`config.mk`:
```
export PLATFORM = sky130hd
export DESIGN_NAME = npn_canon_engine
export DESIGN_NICKNAME = d
export VERILOG_FILES = /design/src/rtl/npn_pkg.sv /design/src/rtl/npn_apply.sv /design/src/rtl/npn_canon_engine.sv
export SDC_FILE = /design/constraint.sdc
export NUM_CORES = 1
export LEC_CHECK = 0
export CELL_PAD_IN_SITES_DETAIL_PLACEMENT = 1
export CELL_PAD_IN_SITES_GLOBAL_PLACEMENT = 2
export CORE_MARGIN = 2
export CORE_UTILIZATION = 40
export CTS_BUF_LIST = sky130_fd_sc_hd__clkbuf_4
export CTS_CLUSTER_SIZE = 40
export DETAILED_ROUTE_END_ITERATION = 10
export PLACE_DENSITY_LB_ADDON = 0.1
export SLEW_MARGIN = 30
export SYNTH_ARGS = -nofsm -noshare
export SYNTH_HDL_FRONTEND = slang
export SYNTH_SLANG_ARGS = --single-unit
```
`constraint.sdc`:
```
create_clock -name clk -period 7.3 [get_ports clk]
set_input_delay 1.46 -clock clk [delete_from_list [all_inputs] [get_ports clk]]
set_output_delay 1.46 -clock clk [all_outputs]
set_load 0.01 [all_outputs]
```
`src/rtl/npn_pkg.sv`:
```
// Shared constants, FSM state type and permutation helpers for the NPN canonicaliser.
// perm_of() decodes a Lehmer-code index into an ordered list of input positions.
package npn_pkg;

    localparam int N_MAX = 5;
    localparam int IDX_W = 3;

    typedef logic [N_MAX-1:0][IDX_W-1:0] perm_t;

    typedef enum logic [1:0] {
        ST_IDLE,
        ST_RUN,
        ST_DONE
    } state_t;

    function automatic int fact(input int n);
        int r;
        r = 1;
        for (int i = 2; i <= n; i++) r = r * i;
        return r;
    endfunction

    // Entries at and above n are left zero; perm_of(0, n) is the identity.
    function automatic perm_t perm_of(input int k, input int n);
        perm_t p;
        perm_t avail;
        int    rem;
        int    f;
        int    d;
        p   = '0;
        rem = k;
        for (int i = 0; i < N_MAX; i++) avail[i] = IDX_W'(i);
        for (int i = 0; i < N_MAX; i++) begin
            if (i < n) begin
                f   = fact(n - 1 - i);
                d   = rem / f;
                rem = rem % f;
                for (int t = 0; t < N_MAX; t++) if (t == d) p[i] = avail[t];
                for (int t = 0; t < N_MAX - 1; t++) if (t >= d) avail[t] = avail[t + 1];
            end
        end
        return p;
    endfunction

endpackage

```
`src/rtl/npn_apply.sv`:
```
// Combinational NPN transform with positive output polarity:
// result bit j = tt[idx], idx bit i = j[perm[i]] ^ neg[i].
module npn_apply
    import npn_pkg::*;
#(
    parameter  int N    = 4,
    localparam int TT_W = 2 ** N
) (
    input  logic [TT_W-1:0] i_tt,
    input  perm_t           i_perm,
    input  logic [N-1:0]    i_neg,
    output logic [TT_W-1:0] o_tt
);

    // Minterm index widened so any 3-bit permutation entry selects in range.
    logic [(1 << IDX_W)-1:0] w_j;
    logic [N-1:0]            w_idx;

    // NOTE: every variable written here gets a default first, so no latch is inferred.
    always_comb begin
        o_tt  = '0;
        w_j   = '0;
        w_idx = '0;
        for (int j = 0; j < TT_W; j++) begin
            w_j = (1 << IDX_W)'(j);
            for (int i = 0; i < N; i++) w_idx[i] = w_j[i_perm[i]] ^ i_neg[i];
            o_tt[j] = i_tt[w_idx];
        end
    end

endmodule

```
`src/rtl/npn_canon_engine.sv`:
```
// Sequential NPN canonicaliser: sweeps every (permutation, negation mask) pair one per
// cycle, both output polarities each, and reports the smallest table with its transform.
module npn_canon_engine
    import npn_pkg::*;
#(
    parameter  int N      = 4,
    localparam int TT_W   = 2 ** N,
    localparam int PERM_W = $clog2(fact(N))
) (
    input  logic              clk,
    input  logic              rst_n,
    input  logic              in_valid,
    output logic              in_ready,
    input  logic [TT_W-1:0]   in_tt,
    output logic              out_valid,
    input  logic              out_ready,
    output logic [TT_W-1:0]   out_tt,
    output logic [PERM_W-1:0] out_perm,
    output logic [N-1:0]      out_neg,
    output logic              out_onot
);

    localparam int FACT_N = fact(N);

    state_t            r_state;
    logic [TT_W-1:0]   r_tt;
    logic [PERM_W-1:0] r_k;
    logic [N-1:0]      r_m;
    logic              r_first;
    logic [TT_W-1:0]   r_best_tt;
    logic [PERM_W-1:0] r_best_perm;
    logic [N-1:0]      r_best_neg;
    logic              r_best_onot;
    logic              r_in_ready;
    logic              r_out_valid;
    logic [TT_W-1:0]   r_out_tt;
    logic [PERM_W-1:0] r_out_perm;
    logic [N-1:0]      r_out_neg;
    logic              r_out_onot;

    perm_t           w_perm_rom [FACT_N];
    perm_t           w_perm;
    logic [TT_W-1:0] w_c;
    logic [TT_W-1:0] w_nc;
    logic [TT_W-1:0] w_pick;
    logic            w_onot;
    logic            w_take;
    logic            w_last;

    // Permutation table is folded to constants at elaboration time.
    for (genvar g = 0; g < FACT_N; g++) begin : g_perm_rom
        assign w_perm_rom[g] = perm_of(g, N);
    end

    assign w_perm = w_perm_rom[r_k];

    npn_apply #(.N(N)) u_apply (
        .i_tt   (r_tt),
        .i_perm (w_perm),
        .i_neg  (r_m),
        .o_tt   (w_c)
    );

    // c and ~c differ in every bit, so they never tie.
    assign w_nc   = ~w_c;
    assign w_onot = (w_nc < w_c);
    assign w_pick = w_onot ? w_nc : w_c;
    assign w_take = r_first || (w_pick < r_best_tt);
    assign w_last = (r_k == PERM_W'(FACT_N - 1)) && (&r_m);

    // NOTE: sequential state uses non-blocking assignments only, so every register
    // samples the pre-edge values regardless of statement order.
    always_ff @(posedge clk or negedge rst_n) begin
        if (!rst_n) begin
            r_state     <= ST_IDLE;
            r_tt        <= '0;
            r_k         <= '0;
            r_m         <= '0;
            r_first     <= 1'b0;
            r_best_tt   <= '0;
            r_best_perm <= '0;
            r_best_neg  <= '0;
            r_best_onot <= 1'b0;
            r_in_ready  <= 1'b1;
            r_out_valid <= 1'b0;
            r_out_tt    <= '0;
            r_out_perm  <= '0;
            r_out_neg   <= '0;
            r_out_onot  <= 1'b0;
        end else begin
            case (r_state)
                ST_IDLE: begin
                    if (in_valid && r_in_ready) begin
                        r_tt       <= in_tt;
                        r_k        <= '0;
                        r_m        <= '0;
                        r_first    <= 1'b1;
                        r_in_ready <= 1'b0;
                        r_state    <= ST_RUN;
                    end
                end
                ST_RUN: begin
                    r_first <= 1'b0;
                    if (w_take) begin
                        r_best_tt   <= w_pick;
                        r_best_perm <= r_k;
                        r_best_neg  <= r_m;
                        r_best_onot <= w_onot;
                    end
                    // Outputs only change here, so they hold through DONE and the next IDLE.
                    if (w_last) begin
                        r_out_tt    <= w_take ? w_pick : r_best_tt;
                        r_out_perm  <= w_take ? r_k    : r_best_perm;
                        r_out_neg   <= w_take ? r_m    : r_best_neg;
                        r_out_onot  <= w_take ? w_onot : r_best_onot;
                        r_out_valid <= 1'b1;
                        r_state     <= ST_DONE;
                    end else if (&r_m) begin
                        r_m <= '0;
                        r_k <= r_k + 1'b1;
                    end else begin
                        r_m <= r_m + 1'b1;
                    end
                end
                ST_DONE: begin
                    if (out_ready) begin
                        r_out_valid <= 1'b0;
                        r_in_ready  <= 1'b1;
                        r_state     <= ST_IDLE;
                    end
                end
                default: r_state <= ST_IDLE;
            endcase
        end
    end

    assign in_ready  = r_in_ready;
    assign out_valid = r_out_valid;
    assign out_tt    = r_out_tt;
    assign out_perm  = r_out_perm;
    assign out_neg   = r_out_neg;
    assign out_onot  = r_out_onot;

endmodule
```
==> flow_summary.toml <==
[clock_network]
clockBufferDepth = 2
cts_root_buffer = "clkbuf_4"
cts_tree = "done"
cts.sinks = 82
htreeDepth = 3
cts_buffers = 9
ctsResizeCount = 0
clkTransAtPathRegs_ps = 150
cts_setup_buffers = 0
clock_latency_ps = 470
holdBufCountCts = 0

[min_path]
hold_start = "out_tt[1]"
min_path_type = "register to register"
hold-path-endpoint = "out_tt[1]"
hold-path-cell-count = 2

[cells_and_area]
n_fill_cell = 2161
mostFrequentLayoutCells = "nand2_1, dfrtp_1, nor2_1, mux4_2, clkdlybuf4s50_1"
final_common_cell = "nand2_1"
design_area_sq_um = 8500
syn_to_final_growth_pct = 10.8
fin_nets = 899
layout-drive-gt1-share = 0.158

[drt]
route.met3.wl_mm = 1.23
finalWirelength_mm = 25.2
first_pass_iters = 4
via_per_inst = 6.34
vias = 6857
routed.top_layer = "met4"
drt-initial-drc-count = 368
drc = 0
wl_met1_mm = 11.4
wl_per_cell_microns = 23.3
ant_nets = 0
wl_met2_mm = 12.2

[logic_synthesis]
async_flop_share = 1.00
ys_types = 69
synth.avg_cell_area_sq_um = 9.31
synth_edf_count = 0
ys.flop_type = "dfrtp_1"
ys_seq_area_frac = 0.268
syn_nets = 881
syn_area_sq_um = 7670
synthCells = 824
yosysWarnings = 0
synth_seq_cells = 82

[sta]
fin_crit_sh = 0.873
whs_ps = 485
tns_ps = 0
setup_viol = 0
skew_ps = 14.9
slew_headroom = 0.365
slew_violations = 0
fmax_mhz = 157
period_needed_ps = 6370
rsz0062_at_grt = "false"
tightestPinTransition_ps = 948
hold_viol = 0

[worst_setup_path]
endpoint_kind = "register"
cp.required_ps = 7650
reg2reg_from = "r_k[0]"
r2r_end = "r_best_perm[1]"
ff2ff_setup_slack_ps = 930
worst-path-max-fanout = 31
r2r_cells = 23
critPathKind = "register to register"
worstSetupStartpointType = "register"
cp.arrival_ps = 6720

[grt]
antenna_found_initial = 1
overflow = 0
grt.total_usage = 0.257
grt_max_degree = 63
grt_pass1_vias = 6986
grt_pass1_wl_mm = 40.2

[floorplan]
dieArea_sq_um = 20300
io_pins = 48
start_util = 0.409
die_y_microns = 142
rows = 50
core_sq_um = 18800
die_x_microns = 142

[placement]
dpl_cell_area_sq_um = 8360
dp_hpwl_mm = 17.5
routabilityCongestion = 0.935
port_buffers = 47

[flow_run]
maxCapViolations = 0

[status]
status = "finished clean"

[power]
ir_drop_mv = 0.0503
p_leak_uw = 0.00371
powerDensity_nw_per_um2 = 89.6
metal layers:
metal | vias up | track usage
met5 | - | 0
met4 | 0 | 0.0761
met3 | 30 | 0.0340
met2 | 210 | 0.423
met1 | 3538 | 0.355
li1 | 3079 | -
cell families (layout without fill, tap and decap cells):
| family | count (synthesis) | in the layout | synth area share |
|---|---|---|---|
| simple gates | 243 | 243 | 0.143 |
| compound gates | 180 | 180 | 0.160 |
| mux | 127 | 127 | 0.251 |
| buf+inv | 101 | 124 | 0.0543 |
| flops | 82 | 82 | 0.268 |
| xor+xnor | 54 | 54 | 0.0636 |
| fa+ha+maj | 37 | 37 | 0.0604 |
| other cells | 0 | 1 | 0 |
how the worst max path moves through the flow:
stage	slack [ps]	cells past startpoint	to	startpoint
2_1_floorplan	1860	23	r_best_tt[11]	r_k[2]
3_3_place_gp	1290	23	r_best_perm[0]	r_k[0]
3_5_place_dp	1040	21	r_best_tt[14]	r_k[0]
4_1_cts	1000	23	r_best_perm[1]	r_k[1]
5_1_grt	470	23	r_best_perm[1]	r_k[1]
6_report	930	23	r_best_perm[1]	r_k[0]
flip-flops by register name, indices dropped and copies added (netlist names), 4 cells and up:
name / cells
out_tt: 16
r_best_tt: 16
r_tt: 16
out_perm: 5
r_best_perm: 5
r_k: 5
out_neg: 4
r_best_neg: 4
r_m: 4
Yosys cell counts (7+ instances only):
cell | number | share of area
nand2_1 | 100 | 0.049
dfrtp_1 | 81 | 0.26
nor2_1 | 62 | 0.030
clkbuf_1 | 51 | 0.025
mux4_2 | 49 | 0.14
mux2i_1 | 43 | 0.056
o21ai_0 | 43 | 0.028
ha_1 | 37 | 0.060
inv_1 | 32 | 0.016
a21oi_1 | 29 | 0.019
mux2_2 | 28 | 0.041
xnor2_1 | 26 | 0.030
xor2_1 | 26 | 0.030
nor3_1 | 17 | 0.011
nand3_1 | 16 | 0.010
a21o_1 | 12 | 0.012
a31oi_1 | 11 | 0.0090
o211ai_1 | 11 | 0.011
a211oi_1 | 10 | 0.0098
buf_2 | 9 | 0.0059
nand4_1 | 9 | 0.0073
mux2_1 | 7 | 0.010
worst max-delay path: stages (launching register included):
cell	delay, ps
dfrtp_1	530
inv_1	230
ha_1	430
mux4_2	470
o21ai_0	570
inv_1	190
ha_1	340
xor2_1	390
nor2_1	90
nor4b_1	160
a41oi_1	200
nand4_1	270
xnor2_1	270
ha_1	280
a21oi_1	140
nor2b_1	60
o21ai_0	140
a21oi_1	80
o31a_1	260
a21oi_1	200
nand2_2	440
buf_4	350
nand2_1	60
o21ai_0	80
report_power, final:
group | internal [uW] | switching, uW
logic | 9.08 | 10.6
registers | 454 | 0
clock network | 109 | 179
per-stage QoR:
step	setup slack, ps	instances	util	power [uW]
after global placement	1290	1065	0.445	483
after global routing	469	1082	0.453	793
after detailed placement	1040	1065	0.445	483
final	928	1082	0.453	762
after CTS	1000	1081	0.453	774
after floorplan	1860	824	-	463
area by class of cell:
type | instances | area (sq um) | share of cell area
clock buffer | 10 | 75.1 | 0.00883
tap | 234 | 293 | 0.0344
antenna | 1 | 2.50 | 0.000294
sequential | 82 | 2050 | 0.242
timing repair buffer | 75 | 678 | 0.0798
clock inverter | 6 | 66.3 | 0.00780
inverter | 33 | 124 | 0.0146
multi-input combinational | 641 | 5210 | 0.613
No activity file was read; power rests on OpenSTA's default activity.
